$ cat config.mk
export PLATFORM = sky130hd
export DESIGN_NAME = pll_lock_seq
export DESIGN_NICKNAME = d
export VERILOG_FILES = /design/src/rtl/pll_lock_seq.sv
export SDC_FILE = /design/constraint.sdc
export NUM_CORES = 1
export LEC_CHECK = 0
export BUFFER_PORTS_ARGS = -buffer_cell sky130_fd_sc_hd__buf_2
export CAP_MARGIN = 20
export CELL_PAD_IN_SITES_DETAIL_PLACEMENT = 0
export CELL_PAD_IN_SITES_GLOBAL_PLACEMENT = 1
export CORE_ASPECT_RATIO = 1.2
export CORE_MARGIN = 1
export CORE_UTILIZATION = 41
export CTS_BUF_LIST = sky130_fd_sc_hd__clkbuf_8
export CTS_CLUSTER_SIZE = 40
export DETAILED_ROUTE_END_ITERATION = 8
export MAX_ROUTING_LAYER = met4
export PLACE_DENSITY = 0.83
export SETUP_SLACK_MARGIN = 0.5
export SYNTH_ARGS = -nofsm -noshare
export SYNTH_HDL_FRONTEND = slang
export SYNTH_SLANG_ARGS = --single-unit
$ cat constraint.sdc
create_clock -name clkin -period 1.5 [get_ports clkin]
set_input_delay 0.45 -clock clkin [delete_from_list [all_inputs] [get_ports clkin]]
set_output_delay 0.45 -clock clkin [all_outputs]
set_load 0.005 [all_outputs]
$ cat src/rtl/pll_lock_seq.sv
// pll_lock_seq: PLL bring-up sequencer.
//   Pulses pll_rst, waits for the PLL to report lock, then requires the lock
//   to hold for STABLE_CYCLES before asserting a qualified lock. Failed
//   attempts are retried up to MAX_RETRY times before parking in FAIL.
//
//   Optional feature macro PLL_SEQ_SWEEP_EN: when defined, every non-final
//   failed attempt steps the loop-filter settings (icpsel +1 saturating,
//   lpfres +1 wrapping). When undefined, icpsel/lpfres are tied to their
//   initial values and no sweep logic exists.
//
// Ports
//   clkin      in   sole clock
//   reset      in   asynchronous, active-high reset
//   pll_lock   in   raw PLL lock (asynchronous to clkin)
//   relock_req in   single-cycle restart request, beats every other transition
//   pll_rst    out  PLL reset, active-high
//   icpsel     out  [5:0] charge-pump current select
//   lpfres     out  [2:0] loop-filter resistor select
//   lock       out  qualified, stable lock
//   fail       out  retries exhausted
//   retry_cnt  out  [3:0] failed-attempt count
module pll_lock_seq #(
  parameter int         RST_CYCLES    = 16,
  parameter int         LOCK_TIMEOUT  = 4096,
  parameter int         STABLE_CYCLES = 64,
  parameter int         MAX_RETRY     = 8,
  parameter logic [5:0] ICPSEL_INIT   = 6'd8,
  parameter logic [2:0] LPFRES_INIT   = 3'd2
) (
  input  logic       clkin,
  input  logic       reset,
  input  logic       pll_lock,
  input  logic       relock_req,
  output logic       pll_rst,
  output logic [5:0] icpsel,
  output logic [2:0] lpfres,
  output logic       lock,
  output logic       fail,
  output logic [3:0] retry_cnt
);

  localparam int MAXC0 = (RST_CYCLES > STABLE_CYCLES) ? RST_CYCLES : STABLE_CYCLES;
  localparam int MAXC  = (MAXC0 > LOCK_TIMEOUT) ? MAXC0 : LOCK_TIMEOUT;
  localparam int CW    = (MAXC > 2) ? $clog2(MAXC) : 1;

  localparam logic [2:0] S_RST    = 3'd0;
  localparam logic [2:0] S_WAIT   = 3'd1;
  localparam logic [2:0] S_STABLE = 3'd2;
  localparam logic [2:0] S_LOCKED = 3'd3;
  localparam logic [2:0] S_FAIL   = 3'd4;

  logic [2:0]    state;
  logic [CW-1:0] cnt;
  logic          sync1, lock_s;
  logic          attempt_fail, final_fail;
  logic [3:0]    retry_inc;

  // Two-flop synchronizer; nothing downstream looks at raw pll_lock.
  always_ff @(posedge clkin or posedge reset) begin
    if (reset) begin
      sync1  <= 1'b0;
      lock_s <= 1'b0;
    end else begin
      sync1  <= pll_lock;
      lock_s <= sync1;
    end
  end

  // An attempt fails on WAIT timeout or on any lock loss while qualifying.
  assign attempt_fail = !lock_s &&
                        ((state == S_WAIT && cnt == CW'(LOCK_TIMEOUT - 1)) ||
                         state == S_STABLE);
  assign retry_inc    = retry_cnt + 4'd1;
  assign final_fail   = (retry_inc == 4'(MAX_RETRY));

  // Outputs are updated on the same edge as the state they describe, so
  // every output is a flop and follows the state with no extra lag.
  always_ff @(posedge clkin or posedge reset) begin
    if (reset) begin
      state     <= S_RST;
      cnt       <= '0;
      pll_rst   <= 1'b1;
      lock      <= 1'b0;
      fail      <= 1'b0;
      retry_cnt <= '0;
    end else if (relock_req) begin
      state     <= S_RST;
      cnt       <= '0;
      pll_rst   <= 1'b1;
      lock      <= 1'b0;
      fail      <= 1'b0;
      retry_cnt <= '0;
    end else if (attempt_fail) begin
      state     <= final_fail ? S_FAIL : S_RST;
      cnt       <= '0;
      pll_rst   <= 1'b1;
      fail      <= final_fail;
      retry_cnt <= retry_inc;
    end else begin
      case (state)
        S_RST: begin
          if (cnt == CW'(RST_CYCLES - 1)) begin
            state   <= S_WAIT;
            cnt     <= '0;
            pll_rst <= 1'b0;
          end else begin
            cnt <= cnt + CW'(1);
          end
        end
        S_WAIT: begin
          if (lock_s) begin
            state <= S_STABLE;
            cnt   <= '0;
          end else begin
            cnt <= cnt + CW'(1);
          end
        end
        S_STABLE: begin
          // lock_s is known high here; a low lock_s took the failure branch.
          if (cnt == CW'(STABLE_CYCLES - 1)) begin
            state     <= S_LOCKED;
            cnt       <= '0;
            lock      <= 1'b1;
            retry_cnt <= '0;
          end else begin
            cnt <= cnt + CW'(1);
          end
        end
        S_LOCKED: begin
          // Lock loss after qualification is not a failed attempt:
          // restart without touching retry count or settings.
          if (!lock_s) begin
            state   <= S_RST;
            cnt     <= '0;
            lock    <= 1'b0;
            pll_rst <= 1'b1;
          end
        end
        S_FAIL: begin
        end
        default: begin
          state   <= S_RST;
          cnt     <= '0;
          pll_rst <= 1'b1;
          lock    <= 1'b0;
          fail    <= 1'b0;
        end
      endcase
    end
  end

`ifdef PLL_SEQ_SWEEP_EN
  // The final failure leaves the settings at the last values tried.
  always_ff @(posedge clkin or posedge reset) begin
    if (reset) begin
      icpsel <= ICPSEL_INIT;
      lpfres <= LPFRES_INIT;
    end else if (relock_req) begin
      icpsel <= ICPSEL_INIT;
      lpfres <= LPFRES_INIT;
    end else if (attempt_fail && !final_fail) begin
      icpsel <= (icpsel == 6'd63) ? icpsel : icpsel + 6'd1;
      lpfres <= lpfres + 3'd1;
    end
  end
`else
  assign icpsel = ICPSEL_INIT;
  assign lpfres = LPFRES_INIT;
`endif

endmodule

==> reports/qor.txt <==
Status = complete, but fails checks
Failing checks = setup timing
Initial antenna violation count = 0
Place WS = -0.278 ns
Fmax = 557 MHz
Tightest Hold Check Type = primary input to asynchronous set/reset pin
Rows = 23
NetSw = 0.365 mW
Final #Nets = 226
Layout fillers = 228
Chip height = 67.5 um
# IOs = 20
Synth warn = 0
Max-cap violations = 0
RSZ-0062 raised after global routing = yes
Via count of the routed design = 1363
Register area = 606 um^2
CTS buffer count = 3
Placed cell area = 1790 um^2
Post-Syn Area = 1470 um^2
Top cell type's share of synthesized area = 39.2%
Critical path's slowest cell = dfrtp_2
Worst setup EP type = flip-flop
Core area = 3370 um^2
Crit path buffers/inverters = 1
CTS max path bufs = 2
Share of layout cells above drive strength 1 = 48.6%
Finished layout cell area = 2160 um^2
Reg2Reg Setup Slack = -0.29 ns
First-pass GRT wire length = 5730 um
Reg2reg start = state[1]
Critical Path RT = 1.66 ns
GRT Total Usage = 20.7%
Gp weighted congestion = 0.918
Worst skew pair latency = 0.27 ns
PD cells = 649 nW/um^2
H-Tree Depth = 1
Sequential fraction of the synthesis area = 41.0%
Worst clock skew = 0.00246 ns
Crit start category = flip-flop
Vias in the first global route = 1291
Hold Fails Final Rpt = 0
Synth unique cells = 48
Clk pwr share = 32.4%
Async SR Flop Fraction = 100%
Count leader, synth = dfrtp_1
Combinational Power Share = 18.0%
Setup slack after layout = -0.294 ns
Period utilization = 120%
Mean Syn Cell Area = 9.58 um^2
Synth-to-Final Area Change = 47.6%
Hold Buf Count CTS = 0
Syn Inst Count = 153
Routed len/inst = 15.7 um
Routed Antenna Nets = 0
TritonCTS clock tree = built
Die area = 3820 um^2
Leading area contributor after synthesis = dfrtp_1
Largest net degree at the start of global routing = 25
Main synth FF type = dfrtp_1
Dpl hpwl = 2550 um
DR DRC count = 0
Post-synth top cells = 23 x dfrtp_1, 16 x nor2_1
Total Routed Length = 4000 um
Max stage delay on crit path = 0.46 ns
Max-slew violations = 0
Vias per cell = 5.35
Reg2Reg Depth = 6
Area of the multi-input gates = 921 um^2
Reg-to-Reg End = state[0]
Critical Path, Cell by Cell = and4bb_2 -> nand3_4 -> o31ai_4 -> buf_4 -> o21bai_1 -> a21oi_1
Crit path max-delay family = compound AO/OA/AOI/OAI gates
Drt pass-1 iters = 5
CP arrival = 1.96 ns
Diodes inserted = 0
Die Wd = 56.6 um
Clk slew on worst S/H paths = 0.09 ns
Count of input and output buffers = 10
Switching Share = 25.9%
Starting Density = 43.6%
Sequential power share = 49.6%
Largest cells by area after synthesis = dfrtp_1 39%, xor2_1 6.0%, buf_4 5.1%, nor2_1 4.1%, nand3_1 3.4%
Setup CP Type = flip-flop to flip-flop
Post-synth EDFFs = 0
Grt ovf = 0
#FFs+latches synth = 24
Fin crit period = 1.79 ns
Crit-path max FO = 6
1st-iter DRT viols = 40
Int Pwr = 1.04 mW
Clk sink count = 24
Root Buffer = clkbuf_8
Setup-failing EPs final = 20
VDD IR max = 0.541 mV
Leakage = 1.06 nW
[tightest hold or removal path, cell delays in order]
cell   delay (ns)
buf_2        0.09
inv_1        0.04
buf_4        0.29
[cell usage in the layout, fill, tap and decap left out, types with 3 or more instances in the layout]
| master | count |
|---|---|
| nand3_1 | 10 |
| buf_2 | 9 |
| inv_1 | 6 |
| dfrtp_1 | 20 |
| buf_4 | 49 |
| buf_6 | 9 |
| xor2_1 | 10 |
| nand2b_1 | 5 |
| nand2_1 | 8 |
| a21oi_1 | 4 |
| conb_1 | 9 |
| dfrtp_2 | 3 |
| clkbuf_8 | 4 |
| nand4_1 | 5 |
| nor2_2 | 3 |
| nor3_1 | 3 |
| nor2_1 | 11 |
[sequential cells by signal (all words and copies together), names as in the netlist]
signal     cells
cnt           12
retry_cnt      4
state          3
fail           1
lock           1
lock_s         1
pll_rst        1
sync1          1
[worst max path at each step]
stage,from,to,slack [ns],cells after the start
finish,state[1],state[0],-0.29,6
global placement,state[1],retry_cnt[2],-0.23,6
detailed placement,state[2],retry_cnt[2],-0.28,6
floorplan,relock_req,cnt[9],-0.04,6
CTS,state[2],retry_cnt[3],-0.28,6
global route,cnt[8],retry_cnt[0],-0.33,5
[metrics by stage]
stage	total power, mW	hold slack [ns]	util, %	setup TNS (ns)	std cells
6_report	1.41	0.198	64.3	-4.48	255
3_5_place_dp	0.930	0.346	53.2	-4.37	228
3_3_place_gp	0.921	0.342	53.2	-3.41	228
2_1_floorplan	0.849	0.331	-	-0.237	160
4_1_cts	1.38	0.211	57.3	-4.60	239
5_1_grt	1.48	0.227	64.3	-5.55	255
[power by group through the flow]
stage	logic (mW)	clock network [mW]	registers (mW)
floorplan	0.129	0	0.720
global placement	0.212	0	0.709
detailed placement	0.219	0	0.710
CTS	0.221	0.464	0.698
global route	0.284	0.490	0.701
finish	0.252	0.456	0.698
[area by class of cell]
| type | count | area share (%) |
|---|---|---|
| flip-flops and latches | 24 | 28.0 |
| multi-input cells | 117 | 42.5 |
| clock buffers | 4 | 2.54 |
| repair buffers | 67 | 23.8 |
| well taps | 37 | 2.14 |
| inverters | 6 | 1.04 |
[logic make-up after synthesis]
group                    synth area share, %
XOR/XNOR                                6.57
multiplexers                            1.45
other                                  0.512
AND/OR/NAND/NOR                         24.7
flip-flops                              41.0
buffers and inverters                   8.02
AO/OA/AOI/OAI                           15.2
adder cells (fa/ha/maj)                 2.56
[timing repair]
item                       CTS  global route
buffers inserted             7            15
pin swaps                    4            19
resized for setup           11            25
cloned                       0             1
setup endpoints to repair   29            29
[layer usage]
layer,track usage [%],vias to the layer above,routed length (um)
met2,35.1,36,2050
li1,-,653,-
met4,13.1,0,142
met3,2.30,15,133
met1,23.5,659,1670
met5,-,-,0
No activity file was read; power rests on OpenSTA's default activity.
